[src/rtl/mips_multicycle_ctrl.sv]
// Multicycle MIPS control unit: one FSM sequences fetch, decode, execute, memory and
// writeback over a shared ALU and a single wait-stated memory port.
module mips_multicycle_ctrl #(
  parameter bit EXT_ISA   = 1'b1,
  parameter int ALUCTRL_W = 3
) (
  input  logic                 clk,
  input  logic                 reset,
  input  logic [5:0]           op,
  input  logic [5:0]           funct,
  input  logic                 zero,
  input  logic                 mem_ready,
  output logic                 mem_req,
  output logic                 iord,
  output logic                 memwrite,
  output logic                 irwrite,
  output logic                 regdst,
  output logic                 memtoreg,
  output logic                 regwrite,
  output logic                 alusrca,
  output logic [1:0]           alusrcb,
  output logic                 extop,
  output logic [1:0]           pcsrc,
  output logic                 pcen,
  output logic [ALUCTRL_W-1:0] alucontrol,
  output logic                 illegal
);

  localparam logic [3:0] S_FETCH  = 4'd0;
  localparam logic [3:0] S_DECODE = 4'd1;
  localparam logic [3:0] S_MEMADR = 4'd2;
  localparam logic [3:0] S_MEMRD  = 4'd3;
  localparam logic [3:0] S_MEMWB  = 4'd4;
  localparam logic [3:0] S_MEMWR  = 4'd5;
  localparam logic [3:0] S_REXEC  = 4'd6;
  localparam logic [3:0] S_RWB    = 4'd7;
  localparam logic [3:0] S_BREX   = 4'd8;
  localparam logic [3:0] S_IMMEX  = 4'd9;
  localparam logic [3:0] S_IMMWB  = 4'd10;
  localparam logic [3:0] S_JEX    = 4'd11;

  localparam logic [5:0] OP_RTYPE = 6'b000000;
  localparam logic [5:0] OP_J     = 6'b000010;
  localparam logic [5:0] OP_BEQ   = 6'b000100;
  localparam logic [5:0] OP_BNE   = 6'b000101;
  localparam logic [5:0] OP_ADDI  = 6'b001000;
  localparam logic [5:0] OP_ANDI  = 6'b001100;
  localparam logic [5:0] OP_ORI   = 6'b001101;
  localparam logic [5:0] OP_LW    = 6'b100011;
  localparam logic [5:0] OP_SW    = 6'b101011;

  localparam logic [5:0] FN_ADD = 6'b100000;
  localparam logic [5:0] FN_SUB = 6'b100010;
  localparam logic [5:0] FN_AND = 6'b100100;
  localparam logic [5:0] FN_OR  = 6'b100101;
  localparam logic [5:0] FN_SLT = 6'b101010;

  localparam logic [2:0] ALU_ADD = 3'b010;
  localparam logic [2:0] ALU_SUB = 3'b110;
  localparam logic [2:0] ALU_AND = 3'b000;
  localparam logic [2:0] ALU_OR  = 3'b001;
  localparam logic [2:0] ALU_SLT = 3'b111;

  logic [3:0] state, state_next;
  logic [2:0] alu_op;
  logic       is_bne, is_andi, is_ori;

  // Extended opcodes fall through to the illegal path when the option is off.
  assign is_bne  = EXT_ISA && (op == OP_BNE);
  assign is_andi = EXT_ISA && (op == OP_ANDI);
  assign is_ori  = EXT_ISA && (op == OP_ORI);

  // NOTE: state registers use non-blocking assignment so every flop samples pre-edge values.
  always_ff @(posedge clk or posedge reset) begin
    if (reset) state <= S_FETCH;
    else       state <= state_next;
  end

  // NOTE: every output gets a default first so no path through the case infers a latch.
  always_comb begin
    state_next = S_FETCH;
    mem_req    = 1'b0;
    iord       = 1'b0;
    memwrite   = 1'b0;
    irwrite    = 1'b0;
    regdst     = 1'b0;
    memtoreg   = 1'b0;
    regwrite   = 1'b0;
    alusrca    = 1'b0;
    alusrcb    = 2'b00;
    extop      = 1'b0;
    pcsrc      = 2'b00;
    pcen       = 1'b0;
    alu_op     = ALU_AND;
    illegal    = 1'b0;

    case (state)
      S_FETCH: begin
        mem_req    = 1'b1;
        alusrcb    = 2'b01;
        alu_op     = ALU_ADD;
        irwrite    = mem_ready;
        pcen       = mem_ready;
        state_next = mem_ready ? S_DECODE : S_FETCH;
      end
      S_DECODE: begin
        alusrcb = 2'b11;
        extop   = 1'b1;
        alu_op  = ALU_ADD;
        case (op)
          OP_LW, OP_SW: state_next = S_MEMADR;
          OP_RTYPE:     state_next = S_REXEC;
          OP_BEQ:       state_next = S_BREX;
          OP_ADDI:      state_next = S_IMMEX;
          OP_J:         state_next = S_JEX;
          default: begin
            if (is_bne)                 state_next = S_BREX;
            else if (is_andi || is_ori) state_next = S_IMMEX;
            else                        illegal    = 1'b1;
          end
        endcase
      end
      S_MEMADR: begin
        alusrca = 1'b1;
        alusrcb = 2'b10;
        extop   = 1'b1;
        alu_op  = ALU_ADD;
        if (op == OP_LW)      state_next = S_MEMRD;
        else if (op == OP_SW) state_next = S_MEMWR;
      end
      S_MEMRD: begin
        mem_req    = 1'b1;
        iord       = 1'b1;
        state_next = mem_ready ? S_MEMWB : S_MEMRD;
      end
      S_MEMWB: begin
        memtoreg = 1'b1;
        regwrite = 1'b1;
      end
      S_MEMWR: begin
        mem_req    = 1'b1;
        iord       = 1'b1;
        memwrite   = 1'b1;
        state_next = mem_ready ? S_FETCH : S_MEMWR;
      end
      S_REXEC: begin
        alusrca    = 1'b1;
        state_next = S_RWB;
        case (funct)
          FN_ADD:  alu_op = ALU_ADD;
          FN_SUB:  alu_op = ALU_SUB;
          FN_AND:  alu_op = ALU_AND;
          FN_OR:   alu_op = ALU_OR;
          FN_SLT:  alu_op = ALU_SLT;
          default: begin
            illegal    = 1'b1;
            state_next = S_FETCH;
          end
        endcase
      end
      S_RWB: begin
        regdst   = 1'b1;
        regwrite = 1'b1;
      end
      S_BREX: begin
        alusrca = 1'b1;
        alu_op  = ALU_SUB;
        pcsrc   = 2'b01;
        pcen    = is_bne ? !zero : zero;
      end
      S_IMMEX: begin
        alusrca    = 1'b1;
        alusrcb    = 2'b10;
        state_next = S_IMMWB;
        if (is_andi)     alu_op = ALU_AND;
        else if (is_ori) alu_op = ALU_OR;
        else begin
          alu_op = ALU_ADD;
          extop  = 1'b1;
        end
      end
      S_IMMWB: regwrite = 1'b1;
      S_JEX: begin
        pcsrc = 2'b10;
        pcen  = 1'b1;
      end
      default: state_next = S_FETCH;
    endcase

    // Reset is asynchronous, so the decoded outputs must go quiet combinationally too.
    if (reset) begin
      {mem_req, iord, memwrite, irwrite, regdst, memtoreg, regwrite, alusrca} = '0;
      {alusrcb, extop, pcsrc, pcen, illegal} = '0;
      alu_op = 3'b000;
    end
  end

  assign alucontrol = ALUCTRL_W'(alu_op);

endmodule

[config.mk]
export PLATFORM = sky130hd
export DESIGN_NAME = mips_multicycle_ctrl
export DESIGN_NICKNAME = d
export VERILOG_FILES = /design/src/rtl/mips_multicycle_ctrl.sv
export SDC_FILE = /design/constraint.sdc
export NUM_CORES = 1
export LEC_CHECK = 0
export BUFFER_PORTS_ARGS = -buffer_cell sky130_fd_sc_hd__buf_2
export CORE_ASPECT_RATIO = 0.8
export CORE_MARGIN = 2
export CORE_UTILIZATION = 47
export CTS_CLUSTER_DIAMETER = 30
export DETAILED_ROUTE_END_ITERATION = 7
export PLACE_DENSITY = 0.79
export RECOVER_POWER = 25
export SKIP_LAST_GASP = 1
export SLEW_MARGIN = 25
export SYNTH_ARGS = -nofsm -noshare
export SYNTH_HDL_FRONTEND = slang
export SYNTH_SLANG_ARGS = --single-unit
[constraint.sdc]
create_clock -name clk -period 2.94 [get_ports clk]
set_input_delay 0.882 -clock clk [delete_from_list [all_inputs] [get_ports clk]]
set_output_delay 0.882 -clock clk [all_outputs]
set_load 0.005 [all_outputs]
Word level (Yosys, flattened, before mapping)
Index checks and enable logic that the tools add are counted.
{"block": "totals", "ff_bits": 4, "out_inout_bits": 18}
{"block": "classes", "eq_ne": 24, "mux": 48, "reduce_logical": 14}
{"cell": "== test 6 bit, second input constant", "n": 7}
{"cell": "case mux 4 bit (7 select lines)", "n": 1}
{"cell": "two-way mux 1 bit", "n": 27}
{"cell": "case mux 3 bit (4 select lines)", "n": 2}
{"cell": "case mux 4 bit (5 select lines)", "n": 1}
{"cell": "== test 6 x 4 -> 1 bit, second input constant", "n": 3}
{"cell": "two-way mux 3 bit", "n": 6}
{"cell": "== test 4 x 3 -> 1 bit, second input constant", "n": 4}
{"cell": "== test 4 bit, second input constant", "n": 4}
{"cell": "== test 6 x 3 -> 1 bit, second input constant", "n": 2}
{"cell": "OR reduction 3 bit", "n": 3}
{"cell": "== test 4 x 2 -> 1 bit, second input constant", "n": 2}
{"cell": "two-way mux 2 bit", "n": 4}
{"cell": "two-way mux 4 bit", "n": 2}
{"cell": "OR reduction 2 bit", "n": 4}
{"cell": "== test 6 x 2 -> 1 bit, second input constant", "n": 1}
{"cell": "logical NOT 6 bit", "n": 1}
{"cell": "case mux 2 bit (3 select lines)", "n": 1}
{"cell": "OR reduction 6 bit", "n": 1}
{"cell": "OR reduction 5 bit", "n": 1}
{"cell": "== test 4 x 1 -> 1 bit, second input constant", "n": 1}
{"cell": "logical NOT 4 bit", "n": 1}
{"cell": "case mux 1 bit (2 select lines)", "n": 2}
{"cell": "case mux 2 bit (2 select lines)", "n": 1}
{"cell": "other kinds (4)", "n": 4}

Depth between registers and ports, before layout
Gate-level depths: netlist of the first run.
{"block": "logic_depth", "ltp_word": 7, "ltp_mapped": 5, "mapped_depth_nobuf": 4}

Worst setup path before layout of the first run
Ideal clock, no wire load.
{"block": "synth_path", "path_type": "input to output", "start": "input port reset", "end": "output port irwrite", "arrival_time_ns": 1.762, "required_ns": 2.058, "path_slack_ns": 0.296, "stages": 4, "cell_sequence": "buf_2 or2_2 nor3_1 and3_1"}
{"block": "synth_between", "elab_chain_cells": 1}
{"item": "start: declaration", "line_no": "8", "rtl": "input logic reset,"}
{"item": "two-way mux 1 bit", "line_no": "191", "rtl": "if (reset) begin"}
{"item": "end: declaration", "line_no": "16", "rtl": "output logic irwrite,"}
Every way passes these cells.

Worst setup path in the final report of the first run
{"block": "layout_path", "start": "input port op[1]", "end": "output port alucontrol[0]"}
{"block": "layout_between", "elab_chain_cells": 5}
{"item": "start: declaration", "line_no": "9", "rtl": "input logic [5:0] op,"}
{"item": "== test 6 x 4 -> 1 bit", "line_no": "71", "rtl": "assign is_ori = EXT_ISA && (op == OP_ORI);"}
{"item": "two-way mux 2 bit", "line_no": "176", "rtl": "else if (is_ori) alu_op = ALU_OR;"}
{"item": "two-way mux 2 bit (*)", "line_no": "175", "rtl": "if (is_andi) alu_op = ALU_AND;"}
{"item": "case mux 3 bit (4 select lines) (*)", "line_no": "97", "rtl": "case (state)"}
{"item": "two-way mux 3 bit (*)", "line_no": "191"}
{"item": "end: declaration", "line_no": "25", "rtl": "output logic [ALUCTRL_W-1:0] alucontrol,"}
Mark *: on every way between the ends. The rest lies on a longest branch, timed or not.

==> results of run 1 <==
[logic make-up after synthesis]
logic type	synth area share (%)
AOI/OAI and AO/OA	26.3
xor gates and xnor gates	1.12
buffers and inverters	7.49
DFF	12.8
muxes	4.15
and+or+nand+nor	48.2
[synth_stat cells (2+ instances only)]
cell type,n
nor4bb_1,2
nand2b_1,7
mux2_2,2
buf_2,7
nand3b_1,2
a21oi_1,9
nor3_1,8
nor4_1,2
nor2_1,18
nand3_1,6
o21ai_0,4
nand2_1,6
nor3_2,2
inv_1,4
a31oi_1,3
nor2b_1,3
dfrtp_1,4
or3_1,3
[power by group through the flow]
stage	Clock [mW]	Sequential (mW)	Combinational, mW
finish	0.0733	0.0912	0.340
detailed placement	0	0.0917	0.332
global placement	0	0.0902	0.326
global route	0.0774	0.0927	0.378
floorplan	0	0.0828	0.221
CTS	0.0730	0.0911	0.333
[cell usage in the layout, fill, tap and decap left out, types with 2 or more instances in the layout]
cell type  Yosys  layout
dfrtp_1        4       4
nor4bb_1       2       2
clkbuf_4       0       3
nor2_1        18      18
o21ai_0        4       4
inv_1          4       4
nor4_1         2       2
buf_4          0       8
mux2_2         2       2
nor2b_1        3       3
nand3b_1       2       2
buf_2          7      32
a21oi_1        9       9
nor3_1         8       8
nand2b_1       7       7
or3_1          3       3
nand3_1        6       6
nand2_1        6       6
a31oi_1        3       3
[layout make-up]
class                   instances  area, sq um  area share [%]
multi-input cells             101          639            61.9
repair buffers                 41          224            21.7
flip-flops and latches          4          100            9.70
well taps                      22         27.5            2.67
clock buffers                   3         22.5            2.18
inverters                       5         18.8            1.82
[per-stage QoR]
stage	setup slack [ns]	cells
2_1_floorplan	0.296	118
6_report	0.0735	176
5_1_grt	0.00858	176
3_5_place_dp	0.0397	173
4_1_cts	0.0285	176
3_3_place_gp	0.0595	173
[path summary, 6_finish.rpt]
path                           from       endpoint  slack, ns  cells past startpoint
max reg2reg                state[1]       state[1]       1.26                      4
min in group asynchronous     reset       state[0]       0.62                      2
min reg2reg                state[3]       state[0]       0.59                      1
min                        state[3]       state[0]       0.59                      1
max in group asynchronous     reset       state[2]       2.13                      2
max                           op[1]  alucontrol[0]       0.07                      6
[critical path, cell delays in order]
cell	delay [ns]
buf_2	0.12
nor3_4	0.22
nand4_1	0.13
or3b_1	0.37
a21oi_1	0.14
buf_2	0.12
[routing by layer]
metal | share of wire, % | GRT usage [%] | up-vias
li1 | - | - | 511
met1 | 43 | 29.3 | 479
met2 | 49 | 49.7 | 59
met3 | 7.1 | 1.87 | 9
met4 | 1.4 | 11.1 | 0
met5 | 0 | 0 | -
==> results.json, run 1 <==
{
  "place_hpwl_microns": 1850,
  "min_period_ns": 2.87,
  "syn_area_sq_um": 785,
  "cts_resized": 0,
  "grt_use_total_pct": 25.2,
  "grt_overflow": 0,
  "dpl_cell_area_sq_um": 997,
  "cts_buffer_depth": 2,
  "cts_hold_buffers": 0,
  "final_layout_size_suffix_gt1_share_pct": 35.1,
  "utilization_pct": 64.8,
  "num_rows": 13,
  "dieWidth_microns": 49.7,
  "synth_cell_types": 44,
  "hp-class": "register to register",
  "syn_nets": 134,
  "clk_pin_slew_ns": 0.05,
  "stdcell_area_sq_um": 1030,
  "async_reset_ff_share_pct": 100,
  "ys_ff_latch": 4,
  "cts_root_buf": "clkbuf_4",
  "combPwrFrac_pct": 67.4,
  "hold_viol": 0,
  "critPathLaunchType": "input pin",
  "synth-edff-count": 0,
  "numPortBuffers": 33,
  "cts_sinks": 4,
  "required_ns": 2.06,
  "yosysWarnings": 0,
  "end_kind": "output pin",
  "grt_pass1_vias": 889,
  "slew_viol_final": 0,
  "yosys.area.top_type_share_pct": 12.8,
  "post-route-period-util_pct": 97.5,
  "num_antenna_cells": 0,
  "cts_buffers": 3,
  "seq_area_frac_synth_pct": 12.8,
  "sw_frac_of_total_pct": 48.5,
  "drc": 0,
  "worstSkewPairLatency_ns": 0.25,
  "gp_congestion": 0.884,
  "cp_max_fo": 4,
  "die_y_microns": 40.5,
  "fill_cells": 166,
  "ys.flop_type": "dfrtp_1",
  "cts_setup_buffers": 0,
  "cap_violations": 0,
  "vias_per_cell": 6.01,
  "largest_registers": "state: 4 flops",
  "irDropWorstVdd_mv": 0.236,
  "wl_per_cell_microns": 13.3,
  "routed_wl_microns": 2350,
  "cts_tree": "done",
  "skew_ns": 0.0154,
  "core_area_sq_um": 1590,
  "syn_avg_cell_area_sq_um": 6.65,
  "synth_area_leaders": "dfrtp_1, nor2_1, a21oi_1",
  "first_pass_iters": 4,
  "ant_nets": 0,
  "top_register": "state",
  "status": "completed",
  "clock_power_share_pct": 14.5,
  "powerDensity_nw_per_um2": 489,
  "relSlewSlack_pct": 63.4,
  "setup_tns_ns": 0,
  "total_power_mw": 0.504,
  "largest_reg_flops": 4,
  "start_util_pct": 49.2,
  "crit_type": "input pin to output pin",
  "grt_max_degree": 20,
  "cp.arrival_ns": 1.98,
  "syn_to_final_growth_pct": 31.6,
  "clock.fmax_ghz": 0.349,
  "tightest_slew_ns": 0.549,
  "synth_area_leader_cell": "dfrtp_1",
  "num_vias": 1058,
  "setup_viol": 0,
  "die-area_sq_um": 2010,
  "seqPwrFrac_pct": 18.1,
  "first_iter_violations": 30,
  "rsz0062_at_grt": "no",
  "hold_ws_ns": 0.587,
  "htreeDepth": 1,
  "antenna_found_initial": 0,
  "syn_inst": 118,
  "final_nets": 172,
  "io_pins": 34,
  "leakagePower_nw": 0.477,
  "switchingPower_mw": 0.244,
  "internal_power_mw": 0.260,
  "grt_pass1_wl_microns": 3830
}
Note: power is estimated with default switching activity, not from simulation.
==> run 2, diff against run 1 <==
- CORE_UTILIZATION: 47 -> 42
- PLACE_DENSITY: 0.79 -> 0.75
- clock period: 2.94 -> 2.5 ns (I/O delays scaled with it)
==> results.json, run 2 (synthesis gave the netlist of run 1 again) <==
{
  "layout_common_cells": "buf_2, nor2_1, buf_4",
  "required_ns": 1.75,
  "status": "finished, violations left",
  "cts_sinks": 4,
  "drc": 0,
  "die-area_sq_um": 2230,
  "holdPathEnd": "state[0]",
  "grt_pass1_wl_microns": 4220,
  "htreeDepth": 1,
  "numPortBuffers": 33,
  "cts_buffer_depth": 2,
  "post-route-period-util_pct": 102,
  "core_area_sq_um": 1690,
  "relSlewSlack_pct": 71.4,
  "leakagePower_nw": 0.536,
  "top_register": "state",
  "skew_ns": 0.0212,
  "first_iter_violations": 30,
  "total_power_mw": 0.638,
  "gp_congestion": 0.831,
  "reg2regPathDepth": 4,
  "dp_slack_ns": -0.148,
  "stdcell_area_sq_um": 1180,
  "wl_per_cell_microns": 14.7,
  "critPathLaunchType": "input pin",
  "crit-reg2reg-launch": "state[1]",
  "regArea_sq_um": 101,
  "num_antenna_cells": 0,
  "num_rows": 13,
  "final_layout_size_suffix_gt1_share_pct": 43.2,
  "powerDensity_nw_per_um2": 542,
  "clk_pin_slew_ns": 0.06,
  "die_y_microns": 42.7,
  "start_util_pct": 46.4,
  "utilization_pct": 69.5,
  "final_common_cell": "buf_2",
  "cp.arrival_ns": 1.81,
  "worst_slack_ns": -0.0585,
  "syn_to_final_growth_pct": 49.9,
  "num_vias": 1094,
  "first_pass_iters": 4,
  "dpl_cell_area_sq_um": 1050,
  "worstHoldPathCells": 2,
  "cap_violations": 0,
  "failed_checks": "setup timing",
  "min_period_ns": 2.56,
  "ant_nets": 0,
  "grt_max_degree": 14,
  "irDropWorstVdd_mv": 0.335,
  "dpl.cell_count": 180,
  "worstSkewPairLatency_ns": 0.26,
  "final_nets": 180,
  "rsz0062_at_grt": "yes",
  "cts_buffers": 3,
  "fin_cells": 184,
  "largest_reg_flops": 4,
  "clock.fmax_ghz": 0.391,
  "cts_tree": "done",
  "crit_type": "input pin to output pin",
  "end_kind": "output pin",
  "io_pins": 34,
  "setup_viol": 3,
  "vias_per_cell": 5.95,
  "hold_viol": 0,
  "tightest_slew_ns": 0.428,
  "grt_pass1_vias": 1038,
  "cts_root_buf": "clkbuf_4",
  "cts_hold_buffers": 0,
  "r2r_slack_ns": 1.09,
  "grt_overflow": 0,
  "cp_max_fo": 5,
  "grt_use_total_pct": 24.7,
  "dieWidth_microns": 52.3,
  "antenna_found_initial": 0,
  "slew_viol_final": 0,
  "r2r-end": "state[1]",
  "routed_wl_microns": 2710,
  "largest_registers": "state: 4 flops",
  "place_hpwl_microns": 1920,
  "hold_start": "state[3]",
  "multi_input_area_sq_um": 698,
  "hp-class": "register to register",
  "fill_cells": 142
}
run 2: critical path: stages:
cell      delay (ns)
clkbuf_1        0.20
nor2b_1         0.26
nor3_2          0.06
o31ai_2         0.24
a31o_2          0.19
buf_2           0.10
run 2: final cells by class:
type                    instances  share of cell area, %
well taps                      22                   2.34
clock buffers                   3                   1.91
inverters                       5                   1.60
repair buffers                 49                   26.2
flip-flops and latches          4                   8.62
multi-input cells             101                   59.4
run 2: power breakdown:
group          switching (mW)  internal [mW]
registers              0.0193         0.0810
clock network          0.0384         0.0545
logic                   0.252          0.193
run 2: what timing repair did:
item,4_1_cts,5_1_grt
setup buffers,2,0
endpoints found under the setup margin,3,5
gates resized for setup,7,16
pin swaps,6,8
hold endpoints to repair,0,0
run 2: through the flow:
step | TNS, ns | hold WS, ns
detailed placement | -0.257 | 0.614
floorplan | 0 | 0.580
global route | -0.377 | 0.637
finish | -0.116 | 0.600
global placement | -0.201 | 0.610
CTS | -0.128 | 0.605
run 2: layer usage:
metal	track usage [%]	wire length, microns	share of wire [%]	vias up
met1	28.4	1040	38	493
li1	-	-	-	525
met5	0	0	0	-
met3	3.87	238	8.8	8
met2	43.3	1340	50	68
met4	12.8	86	3.2	0
run 2: worst max path at each step:
stage	endpoint	cells past startpoint	startpoint
after floorplan	irwrite	4	reset
after global placement	illegal	6	funct[2]
after detailed placement	illegal	6	funct[2]
after CTS	illegal	6	funct[2]
after global routing	alucontrol[0]	6	op[4]
final	illegal	6	op[0]
